$ cat config.mk
export PLATFORM = sky130hd
export DESIGN_NAME = ifetch_queue
export DESIGN_NICKNAME = d
export VERILOG_FILES = /design/src/rtl/ifetch_queue.sv
export SDC_FILE = /design/constraint.sdc
export NUM_CORES = 1
export LEC_CHECK = 0
export BUFFER_PORTS_ARGS = -buffer_cell sky130_fd_sc_hd__buf_2
export CORE_ASPECT_RATIO = 0.6
export CORE_MARGIN = 4
export CORE_UTILIZATION = 50
export DETAILED_ROUTE_END_ITERATION = 7
export PLACE_DENSITY_LB_ADDON = 0.25
export SYNTH_ARGS = -nofsm -noshare
export SYNTH_HDL_FRONTEND = slang
export SYNTH_SLANG_ARGS = --single-unit
$ cat constraint.sdc
create_clock -name clk -period 3.8 [get_ports clk]
set_input_delay 0.19 -clock clk [delete_from_list [all_inputs] [get_ports clk]]
set_output_delay 0.19 -clock clk [all_outputs]
set_load 0.01 [all_outputs]
$ cat src/rtl/ifetch_queue.sv
// rtl/ifetch_queue.sv - instruction fetch sequencer with decoupling instruction queue
module ifetch_queue #(
  parameter logic [63:0] RESET_PC = 64'h0,
  parameter int          DEPTH    = 4
) (
  input  logic        clk,
  input  logic        rst,
  input  logic        redirect_valid,
  input  logic [0:63] redirect_pc,
  input  logic        halt_req,
  output logic        mem_rd_en,
  output logic [0:60] mem_rd_addr,
  input  logic [0:63] mem_rd_data,
  output logic        out_valid,
  input  logic        out_ready,
  output logic [0:31] out_instr,
  output logic [0:63] out_pc,
  output logic [0:63] fetch_pc
);

  // Pointer width indexes DEPTH entries; the count needs one extra bit to hold DEPTH itself.
  localparam int PW = (DEPTH > 1) ? $clog2(DEPTH) : 1;
  localparam int CW = PW + 1;
  // Occupancy (count + inflight) can reach DEPTH, compared at CW+1 bits.
  localparam logic [CW:0] DEPTH_W = (CW + 1)'(DEPTH);
  localparam logic [0:63] RESET_PC_ALIGNED = RESET_PC & ~64'h3;

  // Fetch sequencing state
  logic [0:63]   r_fetch_pc;
  logic          r_inflight;
  logic [0:63]   r_inflight_pc;

  // Queue state
  logic [CW-1:0] r_count;
  logic [PW-1:0] r_wr_ptr;
  logic [PW-1:0] r_rd_ptr;
  logic [0:31]   r_q_instr [DEPTH];
  logic [0:63]   r_q_pc    [DEPTH];

  // Combinational controls
  logic [CW:0]   w_occupancy;
  logic          w_issue;
  logic          w_push;
  logic          w_pop;
  logic          w_out_valid;
  logic [0:31]   w_push_instr;
  logic [0:63]   w_fetch_pc_inc;
  logic [0:63]   w_redirect_target;

  // Slots already spoken for: queued entries plus the one fetch whose data is still coming back.
  // A same-cycle pop is deliberately not credited, keeping issue independent of out_ready.
  assign w_occupancy = {1'b0, r_count} + {{CW{1'b0}}, r_inflight};

  // Redirect and reset suppress issue outright; halt only stops new requests.
  assign w_issue = !rst && !redirect_valid && !halt_req && (w_occupancy < DEPTH_W);

  // Returning data is dropped whenever the stream is being flushed in this cycle.
  assign w_push = r_inflight && !rst && !redirect_valid;

  assign w_out_valid = !rst && (r_count != '0);
  assign w_pop       = w_out_valid && out_ready && !redirect_valid;

  // Bit 61 of the byte address picks the word within the doubleword (big-endian: [0:31] is the lower address).
  assign w_push_instr = r_inflight_pc[61] ? mem_rd_data[32:63] : mem_rd_data[0:31];

  assign w_fetch_pc_inc    = r_fetch_pc + 64'd4;
  assign w_redirect_target = redirect_pc & ~64'h3;

  assign mem_rd_en   = w_issue;
  assign mem_rd_addr = r_fetch_pc[0:60];
  assign fetch_pc    = r_fetch_pc;

  // Head is read straight from queue storage; zeros are shown while the queue is empty.
  assign out_valid = w_out_valid;
  assign out_instr = w_out_valid ? r_q_instr[r_rd_ptr] : 32'h0;
  assign out_pc    = w_out_valid ? r_q_pc[r_rd_ptr]    : 64'h0;

  // Fetch PC and in-flight tracking; reset beats redirect, redirect beats issue.
  always_ff @(posedge clk) begin
    if (rst) begin
      r_fetch_pc    <= RESET_PC_ALIGNED;
      r_inflight    <= 1'b0;
      r_inflight_pc <= 64'h0;
    end else if (redirect_valid) begin
      r_fetch_pc    <= w_redirect_target;
      r_inflight    <= 1'b0;
    end else begin
      r_inflight <= w_issue;
      if (w_issue) begin
        r_fetch_pc    <= w_fetch_pc_inc;
        r_inflight_pc <= r_fetch_pc;
      end
    end
  end

  // Queue pointers and occupancy; a flush empties the queue regardless of push or pop.
  always_ff @(posedge clk) begin
    if (rst || redirect_valid) begin
      r_count  <= '0;
      r_wr_ptr <= '0;
      r_rd_ptr <= '0;
    end else begin
      if (w_push) begin
        r_wr_ptr <= r_wr_ptr + PW'(1);
      end
      if (w_pop) begin
        r_rd_ptr <= r_rd_ptr + PW'(1);
      end
      case ({w_push, w_pop})
        2'b10:   r_count <= r_count + CW'(1);
        2'b01:   r_count <= r_count - CW'(1);
        default: r_count <= r_count;
      endcase
    end
  end

  // Queue storage write at the tail; contents need no reset since out_valid gates the head.
  always_ff @(posedge clk) begin
    if (w_push) begin
      r_q_instr[r_wr_ptr] <= w_push_instr;
      r_q_pc[r_wr_ptr]    <= r_inflight_pc;
    end
  end

endmodule
== Yosys cells after proc, flatten, opt, wreduce, memory -nomap -nowiden ==
Memories as Yosys holds them, arrays and structs flattened. A register that Yosys moved wholly into a read port is not among the register bits.
Cells that the tools add are included.

* Add/sub/neg operators: 6
* Order comparisons: 1
* Equal/unequal tests: 2
* Mux-type cells: 12
* Bitwise gates (word level): 1
* Reduce and logical (&&, ||, !) cells: 17

{| class="wikitable"
|+ Operators by type and width
! cell !! number
|-
| 64-bit two-way mux || 3
|-
| 64-bit by 3-bit adder with 64-bit output (second input constant) || 1
|-
| 32-bit two-way mux || 2
|-
| 1-bit logical AND || 8
|-
| 2-bit two-way mux || 4
|-
| 3-bit case mux with 2 select lines || 1
|-
| 2-bit by 1-bit adder with 2-bit output (second input constant) || 2
|-
| 3-bit by 1-bit adder with 4-bit output || 1
|-
| 4-bit by 3-bit less-than comparator with 1-bit output (second input constant) || 1
|-
| 2-bit nonzero test || 2
|-
| 3-bit by 1-bit adder with 3-bit output (second input constant) || 1
|-
| 1-bit logical NOT || 3
|-
| 3-bit nonzero test || 1
|-
| 3-bit by 1-bit subtractor with 3-bit output (second input constant) || 1
|-
| 2-bit by 1-bit == test with 1-bit output (second input constant) || 1
|-
| 2-bit == test (second input constant) || 1
|-
| 1-bit two-way mux || 2
|-
| 2-bit AND reduction || 1
|-
| 2-bit OR reduction || 1
|-
| 1-bit logical OR || 1
|-
| 1-bit NOT || 1
|}

* Flip-flop bits (word level): 136
* Memory bits (writable): 384
* Input port bits: 133
* Logic and storage cells: 48
* Memories: 2

{| class="wikitable"
|+ Memory list
! name !! depth !! bits a word !! read ports !! clocked after Yosys merged registers in !! write ports !! RTL line !! source
|-
| r_q_pc || 4 || 64 || 1 || 1 || 1 || 38 || <nowiki>logic [0:63] r_q_pc [DEPTH];</nowiki>
|-
| r_q_instr || 4 || 32 || 1 || 1 || 1 || 37 || <nowiki>logic [0:31] r_q_instr [DEPTH];</nowiki>
|}

== Logic depth before layout (Yosys ltp) ==
Gate-level depths: netlist (run 1).

* Depth in word-level cells: 6
* Gate-level depth with buffers: 9

== Worst setup path after synthesis (run 1) ==
Ideal clock, no wire load.

* Kind: input to register
* From: in redirect_valid
* To: mem r_q_instr[0][0] (netlist bit) (enable)
* Library setup time: 0.464 ns
* Arrival time: 2.841 ns
* Slack: 0.495 ns
* Cell stages on the path: 3
* Path through: nor2_1 > clkbuf_1 > and3_1

* Longest elaborated chain between the ends: 4

{| class="wikitable"
|+ RTL lines
! item !! RTL line !! source
|-
| start, declared || 8 || <nowiki>input logic redirect_valid,</nowiki>
|-
| 1-bit logical NOT || 58 || <nowiki>assign w_push = r_inflight && !rst && !redirect_valid;</nowiki>
|-
| 1-bit logical AND || 58 ||
|-
| 1-bit two-way mux || 119 || <nowiki>if (w_push) begin</nowiki>
|-
| 1-bit two-way mux (not written as such) || 120 || <nowiki>r_q_instr[r_wr_ptr] <= w_push_instr;</nowiki>
|-
| end, declared || 37 ||
|}

Every way passes these cells.

== Worst setup path in the final report (run 1) ==
* From: reg r_fetch_pc, in the netlist fetch_pc[59]
* To: reg r_fetch_pc, in the netlist fetch_pc[34]

* Longest elaborated chain between the ends: 3

{| class="wikitable"
|+ RTL lines
! item !! RTL line !! source
|-
| start, declared || 29 || <nowiki>logic [0:63] r_fetch_pc;</nowiki>
|-
| start signal, assigned || 85 || <nowiki>r_fetch_pc <= w_redirect_target;</nowiki>
|-
| start signal, assigned || 90 || <nowiki>r_fetch_pc <= w_fetch_pc_inc;</nowiki>
|-
| 64-bit by 3-bit adder with 64-bit output || 66 || <nowiki>assign w_fetch_pc_inc = r_fetch_pc + 64'd4;</nowiki>
|-
| 64-bit two-way mux || 89 || <nowiki>if (w_issue) begin</nowiki>
|-
| 64-bit two-way mux || 84 || <nowiki>end else if (redirect_valid) begin</nowiki>
|}

Every way passes these cells. The select of a mux whose other input is x is not followed.
A chain may end at the register's enable or synchronous reset.

==> impl_metrics.toml, run 1 <==
[finish]
syn_to_final_growth_pct = 22.0
layout.nets = 2066
drive_above_1_share_pct = 30.3

[sta]
setup_tns_ps = 0
fmax_ghz = 0.327
fin_crit_ps = 3050
finalHoldViolCount = 0
max-slew-margin-rel_pct = 25.4
setup_violations = 0
slew_violations = 0
rsz0062_at_grt = "no"
setup_ws_ps = 746
tightest_slew_ps = 1120
skew_ps = 24.1
period_share_pct = 80.4

[route]
vias = 14789
drt-initial-drc-count = 1415
drt_wl_total_mm = 59.7
drtAntennaViolNets = 0
detail_route.drc_violations = 0
first_pass_iters = 6
via_per_inst = 5.83
wl_per_cell_um = 23.5

[clocking]
path_clk_slew_ps = 70
clkSinkCount = 510
cts_buffers = 47
tritoncts = "yes"
htreeDepth = 2
cts_resized = 0
cts-root-buf = "clkbuf_16"
holdBufCountCts = 116
cts_max_path_buffers = 3
cts_setup_buffers = 0
clock_latency_ps = 560

[critical_path]
reg2reg_from = "fetch_pc[59]"
crit_path_cell_trace = "nand4_1 -> nor3_1 -> nand3_1 -> or3_1 -> a31oi_1"
crit_slowest_cell = "nor3_1"
cp_top_family = "simple AND/OR/NAND/NOR gates"
cp_max_fo = 18
ff2ff_setup_slack_ps = 750
path_buf_inv = 0
crit_type = "reg -> reg"
cp-start-kind = "flop"
reg2reg_depth = 5
required_ps = 4270
worstSetupEndpointType = "flop"
startpoint = "fetch_pc[59]"
crit_cells = 5
max_stage_delay_ps = 690
cp_data_arrival_time_ps = 3530

[power]
peakVddDrop_uv = 279
powerDensity_nw_per_um2 = 436
p_leak_nw = 9.71

[floorplan]
coreArea_sq_um = 42200
num_rows = 58
fp.dieH_um = 168
die_x_um = 275
ioPinCount = 356
die_area_sq_um = 46400
start_util_pct = 50.9

[global_routing]
antenna_found_initial = 5
grt_overflow = 0
grt_usage_pct = 25.5
grt_max_degree = 86
grt_pass1_vias = 14791
grt_pass1_wl_mm = 90.4

[synth]
synth_cells = 1533
yosys.area_share.simple_pct = 12.1
synth_seq_cells = 510
synth_edf_count = 376
synthTopCellsByArea = "edfxtp_1, dfxtp_1, mux4_2"
synth_top_area_share_pct = 52.6
async_reset_ff_share_pct = 0
synth_xor_area_share_pct = 0.694
synthFlopType = "edfxtp_1"
muxShareOfSynthArea_pct = 11.8
synth_seq_area_share_pct = 65.1
synth_top_family_by_area = "simple AND/OR/NAND/NOR gates"
synth_compound_area_share_pct = 5.57
syn_area_sq_um = 21500
synthDistinctLibCells = 65
avgSynthCellArea_sq_um = 14.0
yosys.area.top_type = "edfxtp_1"
synth_adder_area_share_pct = 0.443
synth-warning-count = 0

[hold_path]
min-delay-start = "redirect_pc[56]"
hold_class = "in -> reg"
holdPathStages = 3

[place]
place_hpwl_mm = 37.7
io_buffers = 349
gp_congestion = 0.926
place_ws_ps = 850

[run_status]
status = "finished clean"

[flow_run]
max_cap_violations = 0
==> worst register-to-register path: cells and delay by family (launching register included) <==
kind	cells	cell delay (ps)
flip-flops	1	580
AO/OA/AOI/OAI	1	180
AND/OR/NAND/NOR	4	2220
==> kinds of logic after synthesis <==
family | after synthesis
flip-flops | 510
multiplexers | 132
buffers and inverters | 173
AO/OA/AOI/OAI | 191
XOR/XNOR | 17
adder cells (fa/ha/maj) | 7
AND/OR/NAND/NOR | 502
other | 1
==> flip-flops by register name, summed over array words and instances (netlist names), named ones only <==
| signal | count |
|---|---|
| fetch_pc | 62 |
| r_count | 3 |
| r_inflight | 1 |
| r_inflight_pc | 62 |
| r_q_instr | 128 |
| r_q_pc | 248 |
| r_rd_ptr | 2 |
| r_wr_ptr | 2 |
==> path summary, 6_finish.rpt <==
| check | end |
|---|---|
| max | fetch_pc[34] |
| min | fetch_pc[56] |
| max reg2reg | fetch_pc[34] |
| min reg2reg | r_inflight_pc[12] |
==> metal layers <==
| metal | routed length [um] | track usage, % | up-vias |
|---|---|---|---|
| met4 | 1600 | 7.50 | 2 |
| met3 | 4620 | 4.51 | 96 |
| met5 | 13 | 0 | - |
| li1 | - | - | 6571 |
| met1 | 25700 | 37.1 | 7466 |
| met2 | 27800 | 40.0 | 654 |
==> layout make-up <==
cell class	instances	area (sq um)
fill	3224	16000
clock buffer	68	1330
multi-input combinational	853	6640
inverter	17	65.1
timing repair buffer	497	3250
antenna	3	7.51
tap	570	713
sequential	510	14000
clock inverter	18	194
==> synthesized netlist by cell type (2+ instances only) <==
cell,number
and4b_1,2
nand2_1,181
nor2_1,51
buf_1,16
o211ai_1,12
o2111ai_1,2
mux4_2,94
edfxtp_1,376
or3_1,17
and4_1,9
or2_2,2
buf_4,65
a22oi_1,3
and3_1,15
clkbuf_1,72
a32oi_1,4
o21ai_0,14
o311ai_0,7
o31a_1,2
mux2_2,35
inv_1,16
nand4_2,2
a31oi_1,19
dfxtp_1,134
o31ai_1,5
xor2_1,7
nor3_1,14
a211oi_1,7
o21bai_1,2
o221ai_1,4
and2_1,99
nand3b_1,2
nand4_1,32
or4_1,21
xnor2_1,10
nor4_1,12
nand3_1,35
buf_2,2
mux2i_1,3
a311oi_1,7
ha_1,6
a21oi_1,92
==> where the power goes <==
group | switching, mW | internal, mW | leakage (nW) | total, mW
Sequential | 0.129 | 6.00 | 4.91 | 6.13
Combinational | 0.306 | 0.274 | 4.06 | 0.579
Clock | 2.00 | 2.70 | 0.732 | 4.70
==> metrics by stage <==
stage	total power [mW]	hold WS, ps	cells	util (%)	area, sq um
floorplan	6.49	299	1536	-	21500
global placement	6.70	412	2330	55.7	23500
detailed placement	6.72	410	2330	55.7	23500
CTS	11.5	2.71	2532	62.1	26200
global route	11.8	15.3	2536	62.1	26200
finish	11.4	30.8	2536	62.1	26200
==> cells in the final DEF, fill, tap and decap left out, drive strengths merged, types with 36 or more instances in the layout <==
master	instances
buf	380
nand2	181
edfxtp	376
and2	99
dlygate4sd3	117
mux4	94
dfxtp	134
a21oi	92
nor2	51
clkbuf	68
nand3	36
(Power assumes the default switching activity.)
==> run 2, diff against run 1 <==
--- a/config.mk
+++ b/config.mk
@@ -5,6 +5,7 @@
 export SDC_FILE = /design/constraint.sdc
 export NUM_CORES = 1
 export LEC_CHECK = 0
+export ABC_AREA = 1
 export BUFFER_PORTS_ARGS = -buffer_cell sky130_fd_sc_hd__buf_2
 export CORE_ASPECT_RATIO = 0.6
 export CORE_MARGIN = 4
==> constraint.sdc (replaced) <==
create_clock -name clk -period 2.45 [get_ports clk]
set_input_delay 0.1225 -clock clk [delete_from_list [all_inputs] [get_ports clk]]
set_output_delay 0.1225 -clock clk [all_outputs]
set_load 0.01 [all_outputs]
==> run 2 against run 1 <==
Die area grew 5.7%. Sequential cell count is the same. Worst hold slack gained 82 ps. Global-route usage grew 0.72 points. Count of clock-buffer cells in the layout is the same. Area after synthesis grew 5.9%. Sequential share of layout area shrank 3.2 points. Highest routed layer unchanged. First-iteration DRC count grew 30%. Power grew 61%. Critical path type is now reg -> out.
==> impl_metrics.toml, run 2 <==
[run_status]
status = "finished clean"

[sta]
rsz0062_at_grt = "no"
setup_ws_ps = 95.3
tightest_slew_ps = 898
period_share_pct = 96.1
fin_crit_ps = 2350
skew_ps = 23.6
max-slew-margin-rel_pct = 40.2
setup_violations = 0
fmax_ghz = 0.425
slew_violations = 0
finalHoldViolCount = 0

[route]
vias = 18495
detail_route.drc_violations = 0
first_pass_iters = 5
wl_per_cell_um = 19.8
via_per_inst = 5.44
drt_wl_total_mm = 67.3
drt-initial-drc-count = 1837
drtAntennaViolNets = 0

[floorplan]
die_area_sq_um = 49000
start_util_pct = 50.6
ioPinCount = 356
coreArea_sq_um = 44900
die_x_um = 283
num_rows = 60
fp.dieH_um = 173

[synth]
avgSynthCellArea_sq_um = 9.58
synth_cells = 2373
synth-warning-count = 0
synthDistinctLibCells = 46
yosysMostFrequentCell = "nor2_1"
synth_seq_area_share_pct = 61.5
synth_seq_cells = 510
synthTopCellsByCount = "nor2_1, edfxtp_1, nand2_1"
async_reset_ff_share_pct = 0
synthFlopType = "edfxtp_1"
synth_edf_count = 376
synth_top_area_share_pct = 49.7
synthTopCellsByArea = "edfxtp_1, dfxtp_1, nor2_1"
yosys.area.top_type = "edfxtp_1"
syn_area_sq_um = 22700

[finish]
drive_above_1_share_pct = 20.2
fill_cells = 3654
final_common_cell = "nor2_1"
top_regs = "r_q_pc: 248 flops, r_q_instr: 128 flops"
largest_register_ffs = 248
diodes = 0
finish.utilization_pct = 62.1
largest_register = "r_q_pc"
syn_to_final_growth_pct = 22.6
postLayoutCellArea_sq_um = 27900
final_cell_mix = "nor2_1, edfxtp_1, buf_2"
layoutNonFillerInstCount = 3401
layout.nets = 2913

[critical_path]
cp_data_arrival_time_ps = 2230
worstSetupEndpointType = "output port"
required_ps = 2330
crit_type = "reg -> out"
cp-start-kind = "flop"
cp_max_fo = 62

[place]
place_hpwl_mm = 42.7
place_inst = 3177
place_ws_ps = 468
placed_cell_area_sq_um = 24800
io_buffers = 349
gp_congestion = 0.932

[clocking]
tritoncts = "yes"
cts_buffers = 47
clkSinkCount = 510
path_clk_slew_ps = 60
cts_max_path_buffers = 3
cts-root-buf = "clkbuf_16"
htreeDepth = 2
clock_latency_ps = 580

[power]
p_total_mw = 18.4
p_leak_nw = 11.1
powerDensity_nw_per_um2 = 659
peakVddDrop_uv = 451

[global_routing]
grt_usage_pct = 26.3
antenna_found_initial = 1
grt_pass1_wl_mm = 102
grt_overflow = 0
grt_max_degree = 127
grt_pass1_vias = 17398

[flow_run]
max_cap_violations = 0

[hold_path]
hold_class = "in -> reg"
run 2: logic make-up (layout without fill, tap and decap cells):
| logic type | after synthesis | after routing | share of synthesized area, % |
|---|---|---|---|
| adders and majority gates | 7 | 7 | 0.418 |
| and+or+nand+nor | 1033 | 1033 | 18.8 |
| other | 1 | 4 | 0.0165 |
| muxes | 32 | 32 | 1.59 |
| buffers and inverters | 328 | 764 | 6.90 |
| DFF | 510 | 510 | 61.5 |
| xor gates and xnor gates | 13 | 13 | 0.501 |
| AOI/OAI and AO/OA | 449 | 449 | 10.3 |
run 2: power by group:
part / internal, mW / switching, mW
clock: 4.49 / 3.20
combinational: 0.490 / 0.593
sequential: 9.38 / 0.206
run 2: per-stage QoR:
| stage | hold WS, ps | setup TNS, ps |
|---|---|---|
| 3_3_place_gp | 396 | 0 |
| 2_1_floorplan | 272 | -391150 |
| 3_5_place_dp | 401 | 0 |
| 4_1_cts | 82.3 | 0 |
| 5_1_grt | 135 | 0 |
| 6_report | 113 | 0 |
run 2: layout make-up:
class                      count  area [sq um]  area share [%]
timing repair buffer         535          3720            13.4
clock buffer                  68          1390            4.98
inverter                     141           536            1.92
multi-input combinational   1538          7240            26.0
sequential                   510         14000            50.2
clock inverter                20           253           0.907
tap                          589           737            2.65
run 2: metal layers:
layer | wire (um) | track usage, %
met5 | 10 | 0
met4 | 2120 | 8.06
met3 | 6020 | 5.28
met2 | 29800 | 40.7
met1 | 29300 | 37.6
run 2: path summary, 6_finish.rpt:
kind                           from                end  slack [ps]  depth (start not counted)
setup / recovery               flop         out_pc[35]         100                          6
hold reg to reg   r_inflight_pc[61]  r_inflight_pc[61]         460                          2
setup reg to reg  r_inflight_pc[61]   r_q_instr[0][13]         360                          3
hold / removal       redirect_valid        r_rd_ptr[0]         110                          5
run 2: repair_timing:
item / in CTS / in global routing
setup buffers: 1 / 3
endpoints found under the setup margin: 28 / 24
hold buffers: 130 / 0
gates resized for setup: 2 / 5
hold endpoints to repair: 199 / 0
cloned: 0 / 2
run 2: worst max-delay path, cell delays in order (launching register included):
cell      delay [ps]
dfxtp_4          350
clkinv_2          50
buf_4            670
nor2_1           100
o21ai_0          120
a21oi_1          140
buf_2            170
